[src/rtl/post_cn_block_reader_if.sv]
// post_cn_block_reader_if: FIFO pop side plus block hand-off bus of the
// post-CryptoNight block reader. The slave modport is the reader; the
// master modport is the surrounding environment (FIFO + hash core).
interface post_cn_block_reader_if;
    logic [63:0]  fifo_dout;
    logic         fifo_empty;
    logic         fifo_rd_en;
    logic [511:0] block_data;
    logic         block_valid;
    logic         block_ready;
    logic [3:0]   block_index;
    logic         block_last;
    logic [15:0]  msg_bits;
    logic         hdr_error;
    logic         busy;

    modport slave (
        input  fifo_dout, fifo_empty, block_ready,
        output fifo_rd_en, block_data, block_valid, block_index,
               block_last, msg_bits, hdr_error, busy
    );

    modport master (
        output fifo_dout, fifo_empty, block_ready,
        input  fifo_rd_en, block_data, block_valid, block_index,
               block_last, msg_bits, hdr_error, busy
    );
endinterface

[src/rtl/post_cn_block_reader.sv]
// post_cn_block_reader: pops the framed 64-bit word stream of the final-hash
// load FIFO, parses the two header words and delivers the padded message as
// 512-bit blocks over a valid/ready handshake.
// Optional header validation is enabled by defining POST_CN_HDR_CHECK_EN;
// without it every header is accepted and hdr_error stays low.
module post_cn_block_reader (
    input  logic                  clk,
    input  logic                  rst,
    post_cn_block_reader_if.slave bus
);
    localparam int unsigned W_WORD  = 64;
    localparam int unsigned W_BLOCK = 512;
    localparam int unsigned W_LEN   = 16;
    localparam int unsigned W_IDX   = 4;
    localparam int unsigned W_CNT   = 3;

    localparam logic [1:0] S_HDR0 = 2'd0;
    localparam logic [1:0] S_HDR1 = 2'd1;
    localparam logic [1:0] S_FILL = 2'd2;
    localparam logic [1:0] S_OUT  = 2'd3;

    logic [1:0]         r_state, w_state_nxt;
    logic [W_CNT-1:0]   r_cnt,   w_cnt_nxt;
    logic [W_BLOCK-1:0] r_data,  w_data_nxt;
    logic               r_valid, w_valid_nxt;
    logic               r_last,  w_last_nxt;
    logic [W_IDX-1:0]   r_idx,   w_idx_nxt;
    logic [W_IDX-1:0]   r_nblk,  w_nblk_nxt;
    logic [W_LEN-1:0]   r_msg,   w_msg_nxt;
    logic               r_busy,  w_busy_nxt;
    logic               w_pop;
    logic               w_hs;

`ifdef POST_CN_HDR_CHECK_EN
    logic               r_err,   w_err_nxt;
    logic [W_LEN-1:0]   r_pad,   w_pad_nxt;
    logic               w_h0_ok;
    logic               w_h1_ok;

    // Header sanity: marker bit, zero fill, whole 512-bit blocks, 1..8 blocks
    assign w_h0_ok = bus.fifo_dout[63]
                  && (bus.fifo_dout[62:16] == 47'd0)
                  && (bus.fifo_dout[8:0] == 9'd0)
                  && (bus.fifo_dout[15:9] != 7'd0)
                  && (bus.fifo_dout[15:9] <= 7'd8);
    assign w_h1_ok = (bus.fifo_dout[63:16] == 48'd0)
                  && (bus.fifo_dout[15:0] <= r_pad);
`endif

    // Pop whenever the FIFO has data and no block is waiting for hand-off
    assign w_pop = !rst && !bus.fifo_empty && (r_state != S_OUT);
    assign w_hs  = r_valid && bus.block_ready;

    // Next-state and next-register values
    always_comb begin
        w_state_nxt = r_state;
        w_cnt_nxt   = r_cnt;
        w_data_nxt  = r_data;
        w_valid_nxt = r_valid;
        w_last_nxt  = r_last;
        w_idx_nxt   = r_idx;
        w_nblk_nxt  = r_nblk;
        w_msg_nxt   = r_msg;
        w_busy_nxt  = r_busy;
`ifdef POST_CN_HDR_CHECK_EN
        w_err_nxt   = 1'b0;
        w_pad_nxt   = r_pad;
`endif
        case (r_state)
            S_HDR0: begin
                if (w_pop) begin
`ifdef POST_CN_HDR_CHECK_EN
                    if (w_h0_ok) begin
                        w_nblk_nxt  = bus.fifo_dout[12:9];
                        w_pad_nxt   = bus.fifo_dout[15:0];
                        w_busy_nxt  = 1'b1;
                        w_state_nxt = S_HDR1;
                    end else begin
                        w_err_nxt   = 1'b1;
                    end
`else
                    w_nblk_nxt  = bus.fifo_dout[12:9];
                    w_busy_nxt  = 1'b1;
                    w_state_nxt = S_HDR1;
`endif
                end
            end
            S_HDR1: begin
                if (w_pop) begin
`ifdef POST_CN_HDR_CHECK_EN
                    if (w_h1_ok) begin
                        w_msg_nxt   = bus.fifo_dout[15:0];
                        w_cnt_nxt   = '0;
                        w_idx_nxt   = '0;
                        w_state_nxt = S_FILL;
                    end else begin
                        w_err_nxt   = 1'b1;
                        w_busy_nxt  = 1'b0;
                        w_state_nxt = S_HDR0;
                    end
`else
                    w_msg_nxt   = bus.fifo_dout[15:0];
                    w_cnt_nxt   = '0;
                    w_idx_nxt   = '0;
                    w_state_nxt = S_FILL;
`endif
                end
            end
            S_FILL: begin
                if (w_pop) begin
                    // After eight shifts the first word sits in the top lane
                    w_data_nxt = {r_data[W_BLOCK-W_WORD-1:0], bus.fifo_dout};
                    w_cnt_nxt  = r_cnt + W_CNT'(1);
                    if (r_cnt == W_CNT'(7)) begin
                        w_valid_nxt = 1'b1;
                        w_last_nxt  = (r_idx == (r_nblk - W_IDX'(1)));
                        w_state_nxt = S_OUT;
                    end
                end
            end
            S_OUT: begin
                if (w_hs) begin
                    w_valid_nxt = 1'b0;
                    if (r_last) begin
                        w_busy_nxt  = 1'b0;
                        w_state_nxt = S_HDR0;
                    end else begin
                        w_idx_nxt   = r_idx + W_IDX'(1);
                        w_state_nxt = S_FILL;
                    end
                end
            end
            default: w_state_nxt = S_HDR0;
        endcase
    end

    // State and output registers, synchronous reset
    always_ff @(posedge clk) begin
        if (rst) begin
            r_state <= S_HDR0;
            r_cnt   <= '0;
            r_data  <= '0;
            r_valid <= 1'b0;
            r_last  <= 1'b0;
            r_idx   <= '0;
            r_nblk  <= '0;
            r_msg   <= '0;
            r_busy  <= 1'b0;
`ifdef POST_CN_HDR_CHECK_EN
            r_err   <= 1'b0;
            r_pad   <= '0;
`endif
        end else begin
            r_state <= w_state_nxt;
            r_cnt   <= w_cnt_nxt;
            r_data  <= w_data_nxt;
            r_valid <= w_valid_nxt;
            r_last  <= w_last_nxt;
            r_idx   <= w_idx_nxt;
            r_nblk  <= w_nblk_nxt;
            r_msg   <= w_msg_nxt;
            r_busy  <= w_busy_nxt;
`ifdef POST_CN_HDR_CHECK_EN
            r_err   <= w_err_nxt;
            r_pad   <= w_pad_nxt;
`endif
        end
    end

    assign bus.fifo_rd_en  = w_pop;
    assign bus.block_data  = r_data;
    assign bus.block_valid = r_valid;
    assign bus.block_index = r_idx;
    assign bus.block_last  = r_last;
    assign bus.msg_bits    = r_msg;
    assign bus.busy        = r_busy;
`ifdef POST_CN_HDR_CHECK_EN
    assign bus.hdr_error   = r_err;
`else
    assign bus.hdr_error   = 1'b0;
`endif
endmodule

[src/flat_wrapper.sv]
// flat-port wrapper written by rule: the top's interface ports become plain ports
module post_cn_block_reader_flat 
  (clk, rst, bus_fifo_dout, bus_fifo_empty, bus_block_ready, bus_fifo_rd_en, bus_block_data, bus_block_valid, bus_block_index, bus_block_last, bus_msg_bits, bus_hdr_error, bus_busy);
  post_cn_block_reader_if bus_i ();
  input  logic clk;
  input  logic rst;
  input wire logic [$bits(bus_i.fifo_dout)-1:0] bus_fifo_dout;
  input wire logic [$bits(bus_i.fifo_empty)-1:0] bus_fifo_empty;
  input wire logic [$bits(bus_i.block_ready)-1:0] bus_block_ready;
  output wire logic [$bits(bus_i.fifo_rd_en)-1:0] bus_fifo_rd_en;
  output wire logic [$bits(bus_i.block_data)-1:0] bus_block_data;
  output wire logic [$bits(bus_i.block_valid)-1:0] bus_block_valid;
  output wire logic [$bits(bus_i.block_index)-1:0] bus_block_index;
  output wire logic [$bits(bus_i.block_last)-1:0] bus_block_last;
  output wire logic [$bits(bus_i.msg_bits)-1:0] bus_msg_bits;
  output wire logic [$bits(bus_i.hdr_error)-1:0] bus_hdr_error;
  output wire logic [$bits(bus_i.busy)-1:0] bus_busy;
  assign bus_i.fifo_dout = bus_fifo_dout;
  assign bus_i.fifo_empty = bus_fifo_empty;
  assign bus_i.block_ready = bus_block_ready;
  assign bus_fifo_rd_en = bus_i.fifo_rd_en;
  assign bus_block_data = bus_i.block_data;
  assign bus_block_valid = bus_i.block_valid;
  assign bus_block_index = bus_i.block_index;
  assign bus_block_last = bus_i.block_last;
  assign bus_msg_bits = bus_i.msg_bits;
  assign bus_hdr_error = bus_i.hdr_error;
  assign bus_busy = bus_i.busy;
  post_cn_block_reader u_core (.clk(clk), .rst(rst), .bus(bus_i));
endmodule
[config.mk]
export PLATFORM = sky130hd
export DESIGN_NAME = post_cn_block_reader_flat
export DESIGN_NICKNAME = d
export VERILOG_FILES = /design/src/rtl/post_cn_block_reader_if.sv /design/src/rtl/post_cn_block_reader.sv /design/src/flat_wrapper.sv
export SDC_FILE = /design/constraint.sdc
export NUM_CORES = 1
export LEC_CHECK = 0
export ABC_AREA = 1
export CAP_MARGIN = 20
export CELL_PAD_IN_SITES_DETAIL_PLACEMENT = 1
export CELL_PAD_IN_SITES_GLOBAL_PLACEMENT = 2
export CORE_UTILIZATION = 23
export CTS_CLUSTER_SIZE = 25
export DETAILED_ROUTE_END_ITERATION = 7
export PLACE_DENSITY_LB_ADDON = 0.1
export REMOVE_ABC_BUFFERS = 1
export SLEW_MARGIN = 40
export SYNTH_ARGS = -nofsm -noshare
export SYNTH_HDL_FRONTEND = slang
export SYNTH_SLANG_ARGS = --single-unit
[constraint.sdc]
create_clock -name clk -period 1.3 [get_ports clk]
set_clock_uncertainty 0.15 [all_clocks]
set_input_delay 0.26 -clock clk [delete_from_list [all_inputs] [get_ports clk]]
set_output_delay 0.26 -clock clk [all_outputs]
set_load 0.005 [all_outputs]
Word level (Yosys, flattened, before mapping)

Index checks and enable logic that the tools add are counted.
Widths: inputs -> output; s select.

Input port bits: 68
Logic and storage cells: 66
Output and inout bits: 537
Bits in registers: 544

Reductions and logical operators: 19
Muxes and demuxes: 22
Equal/unequal tests: 13
Add/sub/neg operators: 3

Operators by type and width:

| cell                | count |
|---|---|
| $mux 2              | 6 |
| $mux 4              | 3 |
| $reduce_and 4->1    | 3 |
| $ne 2x2->1 const B  | 5 |
| $pmux 2 s4          | 1 |
| $pmux 4 s2          | 1 |
| $reduce_bool 2->1   | 4 |
| $mux 1              | 6 |
| $mux 3              | 2 |
| $ne 2x1->1 const B  | 3 |
| $pmux 3 s2          | 1 |
| $reduce_and 2->1    | 3 |
| $reduce_and 3->1    | 2 |
| $reduce_and 5->1    | 1 |
| $add 4x1->4 const B | 1 |
| $eq 2x2->1 const B  | 2 |
| $eq 4x4->1          | 1 |
| $pmux 1 s2          | 2 |
| $sub 4x1->4 const B | 1 |
| $add 3x1->3 const B | 1 |
| $eq 3x3->1 const B  | 1 |
| $logic_and 1x1->1   | 3 |
| $eq 2x1->1 const B  | 1 |
| $logic_not 1->1     | 2 |
| $logic_not 2->1     | 1 |

Longest topological paths before layout

Depth in word-level cells: 5
Mapped depth: 9
Depth with buffers taken out: 9

Least setup slack after synthesis

No wires, ideal clock.

Path kind: register to register
Start point: reg u_core.r_state[1]
End point: reg u_core.r_data[408], in the netlist u_core.bus.block_data[408]
Setup time: 127 ps
Cell stages (with the launch flop): 8
Path slack: -126 ps
Data required time: 1023 ps
Period minus slack after synthesis: 1426 ps
Path buffers: 2
Data arrival time: 1149 ps
Path through: dfxtp_1 -> inv_2 -> nor2_2 -> inv_2 -> nor2_4 -> buf_2 -> clkbuf_1 -> o21ai_0

Longest elaborated chain between the ends: 3
Elaborated cells on any way between the ends: 4
Those cells by class: eq/ne (2); reduce/logical (2)

Ends and longest elaborated chain:

| element                        | line                        | RTL |
|---|---|---|
| start, declared                | post_cn_block_reader.sv:22  | `logic [1:0] r_state, w_state_nxt;` |
| start signal, assigned         | post_cn_block_reader.sv:154 | `r_state <= w_state_nxt;` |
| $ne 2x2->1                     | post_cn_block_reader.sv:51  | `assign w_pop = !rst && !bus.fifo_empty && (r_state != S_OUT);` |
| $logic_and 1x1->1              | post_cn_block_reader.sv:51  |  |
| $reduce_and 2->1 (no line) (*) | n/a                         |  |
| end signal, assigned           | post_cn_block_reader.sv:156 | `r_data <= w_data_nxt;` |
| end, declared                  | post_cn_block_reader.sv:24  | `logic [W_BLOCK-1:0] r_data, w_data_nxt;` |

Every way passes the cells marked *; elsewhere a longest branch is shown, timed or not.
A chain may end at the register's enable or synchronous reset.

Final worst setup path

Start point: reg u_core.r_state[1]
End point: reg u_core.r_data[425], in the netlist u_core.bus.block_data[425]

The elaborated chain is that of the path after synthesis.

==> results by stage <==
GRT:
- The pin count of the biggest net entering global routing is around 70.
- For this run, the total global-route usage over all layers was measured as 0.1832.
- The first-pass GRT wire length is around 120 mm.
- The number of antenna violations at the first check in global routing is 3.
- The global-route congestion overflow total is 0.
- The via count of the first global-routing pass is ~20000.

Die:
- The die covers approximately 0.084 mm².
- The die height is just under 300 µm.
- The floorplan has roughly 110 rows.
- The core region is a little over 0.08 mm².
- Pin placement for this block handled 605 I/O pins.
- The initial core utilization is 0.2325.
- The die width is between 200 and 300 µm.

Cells and area:
- The area added between synthesis and finish is 82.17%.
- Once layout is complete, the utilization of the core stands at 0.4236.
- Excluding fillers, the count of instances in the completed layout stands at approximately 4600.
- The final layout contains 3566 nets.
- Counting the fill cells in the layout gives about 9500.
- The share of layout cells above drive strength 1 is 0.5433.

Worst setup path:
- The arrival time at the worst endpoint is 2080 ps.
- The cell occurring most often along the worst timing path is buf_12.
- By startpoint and endpoint, the worst setup path is classified as reg -> reg.
- The critical path buffer and inverter count is 7.
- Data on the critical path is required at its endpoint by around 1700 ps.
- The critical path's top delay family is buffers and inverters.
- Walking the worst path, the cells encountered are inv_2 -> nor2_4 -> inv_2 -> nor2_4 -> buf_12 -> buf_16 -> buf_12 -> buf_12 -> buf_12 -> nand2_2 -> o21ai_1.
- The critical path launch point type is a flop.
- For this run, the slowest stage of the critical path takes around 350 ps.
- In this run the worst path has a maximum fanout of 8.
- The library cell contributing the largest single delay on the critical path is dfxtp_2.
- The worst setup path is captured at a flop.

Clock network:
- The clock sink total is 544.
- The number of buffers inserted by hold repair at cts is 0.
- The TritonCTS clock tree is done.
- The H-tree was split into 3 levels.
- The number of buffers inserted during clock tree synthesis is 68.
- After clock tree synthesis, the clock-pin slew on the worst setup and hold paths is approximately 60 ps.
- CTS placed an instance of clkbuf_16 at the clock tree root.
- The clock reaches the later pin of the worst-skew pair after around 600 ps.
- The maximum clock insertion buffer count is 3.

Route:
- After detailed routing, the number of vias per cell comes to between 4 and 5.
- The number of vias after detailed routing is a little over 20000.
- After detailed routing, the total wire length is about 85 mm.
- The detailed-routing iteration count for the pre-antenna-repair pass is 4.
- The average wire length per cell after detail routing is ~18 µm.
- The count of nets left with antenna violations once routing finished came out at 0.
- The DRC violation total after the first TritonRoute iteration is 570.
- For this run, design rule violations remaining after detail routing come to 0.

Synth:
- Counting flops with an async set or reset pin after synthesis yields a share of 0.
- The netlist uses 27 different library cells.
- The leading area contributor after synthesis is dfxtp_1.
- The total number of yosys warnings is 0.
- For this run, the register share of the synthesized area comes to 0.5695.
- The top cell type's share of synthesized area is 0.5695.
- Yosys attributes the largest share of cell area to dfxtp_1, nand2_1, o21ai_1, o21ai_0, buf_6.
- The number of enable flip-flop cells after synthesis is 0.
- A synthesized cell averages a little over 8 µm².
- The most numerous cell in the Yosys netlist is nand2_1.
- The commonest cells after synthesis are nand2_1, dfxtp_1, o21ai_1.
- The flip-flop and latch count after synthesis is about 540.
- The instance count of the mapped netlist is 2365.
- For this run, the leading register cell type out of synthesis is dfxtp_1.
- The mapped cell area is about 0.019 mm².

Pwr:
- Of the total power, combinational logic draws 0.167.
- The leakage power figure is approximately 15 nW.
- The switching power total is approximately 0.012 W.
- Of the total power, the share spent switching nets is 0.2646.
- Power spread over the standard cell area amounts to 1272 mW/mm².
- The maximum vdd ir drop is 0.9695 mV.
- The cell-internal power is approximately 0.033 W.
- Of the total power, the clock network draws 0.437.
- Of the total power, registers draw 0.396.

Place:
- The number of placed instances, taps included, is between 4000 and 5000.
- Summed over all nets, the half-perimeter wirelength after detailed placement is 54.65 mm.
- The count of input and output buffers is about 600.
- The congestion estimate from routability-driven global placement came to between 0.7 and 0.8.
- The worst slack at placement is -1021 ps.

Worst hold path:
- The worst hold-check path type is in -> reg.

STA:
- The share of the cycle needed by the critical path after routing is 1.326.
- The worst hold slack is approximately 73 ps.
- For this run, the top clock speed supported by timing is a little under 0.6 GHz.
- The count of pins over their slew limit came to 0.
- In the post-route analysis, the smallest setup slack over all paths is -423.6 ps.
- The minimum period implied by the final worst setup slack is approximately 1700 ps.
- The final hold violation count is 0.
- Setup repair after global routing could not meet its margin everywhere.
- The final setup violation count is about 1100.
- The setup TNS after final layout is -255690 ps.

Run:
- The max capacitance violation total is 0.

Outcome:
- The run finished, with violations left.
- The final reports fail on negative setup slack.
[logic make-up (layout without fill, tap and decap cells)]
| kind of cell | Yosys count | in the layout | synth area share |
|---|---|---|---|
| simple gates | 954 | 954 | 0.1945 |
| buf+inv | 264 | 1440 | 0.07623 |
| flops | 544 | 544 | 0.5695 |
| other cells | 1 | 2 | 0.0001961 |
| xor+xnor | 1 | 1 | 0.0004581 |
| fa+ha+maj | 4 | 4 | 0.002617 |
| compound gates | 597 | 597 | 0.1564 |
[state kept, by name, indices dropped and copies added, names as in the netlist]
signal	count
u_core.r_nblk	4
u_core.bus.block_valid	1
u_core.bus.block_data	512
u_core.bus.block_index	4
u_core.r_state	2
u_core.bus.block_last	1
u_core.r_cnt	3
u_core.bus.busy	1
u_core.bus.msg_bits	16
[worst reg2reg max path, stage by stage, from the launching register on]
cell     delay (ps)
dfxtp_2         350
inv_2            50
nor2_4           90
inv_2            60
nor2_4          150
buf_12          170
buf_16          160
buf_12          130
buf_12          110
buf_12          130
nand2_2          50
o21ai_1          60
[layout make-up]
class                           instances  area (µm²)  share of cell area
Sequential cell                       544       11570              0.3321
Inverter                               87       361.6             0.01038
Timing Repair Buffer                 1235       12080              0.3468
Antenna cell                            1       2.502          0.00007184
Timing Repair inverter                  1       20.02           0.0005747
Clock inverter                         15       206.4            0.005927
Multi-Input combinational cell       1557        7212              0.2070
Tap cell                             1070        1339             0.03843
Clock buffer                          102        2043             0.05865
[cell usage in the layout, fill, tap and decap left out, drive strengths merged]
cell / count
clkdlybuf4s50: 67
nand3b: 1
o21ai: 538
nand4: 1
conb: 1
clkinvlp: 2
buf: 1141
nand2: 839
clkinv: 5
xnor2: 1
o21bai: 1
clkbuf: 128
nor2: 20
nand3: 90
inv: 92
nor3: 2
diode: 1
nor4: 1
dfxtp: 544
bufbuf: 1
ha: 4
bufinv: 4
a31oi: 1
a21oi: 57
[power by group through the flow]
stage	sequential, W	clock, W	combinational, W
floorplan	0.0177	0	0.00163
global placement	0.0178	0	0.00502
detailed placement	0.0178	0	0.00511
CTS	0.0176	0.0199	0.00617
global route	0.0176	0.0207	0.00796
finish	0.0176	0.0194	0.00739
[worst paths after layout]
check                                                             from                                       to  slack (ps)  cells past startpoint
worst max-delay path                    u_core.r_state[1]$_SDFFE_PP0P_  u_core.bus.block_data[425]$_SDFFE_PP0P_        -420                     11
worst min-delay path                                 bus_fifo_dout[13]   u_core.bus.block_data[13]$_SDFFE_PP0P_          70                      3
worst max register to register          u_core.r_state[1]$_SDFFE_PP0P_  u_core.bus.block_data[425]$_SDFFE_PP0P_        -420                     11
worst min register to register  u_core.bus.block_data[52]$_SDFFE_PP0P_  u_core.bus.block_data[116]$_SDFFE_PP0P_         310                      2
[metal layers]
layer	GRT usage	vias up	wire, µm
met5	0	-	31
met4	0.06642	4	2574
met3	0.04459	131	4119
met2	0.3411	374	44510
met1	0.1991	9666	33530
li1	-	9970	-
[per-stage QoR]
| stage | total power (W) | area (µm²) |
|---|---|---|
| 3_3_place_gp | 0.02279 | 29180 |
| 6_report | 0.04430 | 34830 |
| 3_5_place_dp | 0.02290 | 29180 |
| 4_1_cts | 0.04366 | 33530 |
| 2_1_floorplan | 0.01936 | 17990 |
| 5_1_grt | 0.04623 | 34830 |
[what timing repair did]
| action | in CTS | in global routing |
|---|---|---|
| resized for setup | 3241 | 151 |
| pin swaps | 6 | 9 |
| setup buffers | 129 | 10 |
| endpoints found under the setup margin | 1080 | 1080 |
| cloned | 19 | 37 |
(Power assumes the default switching activity.)
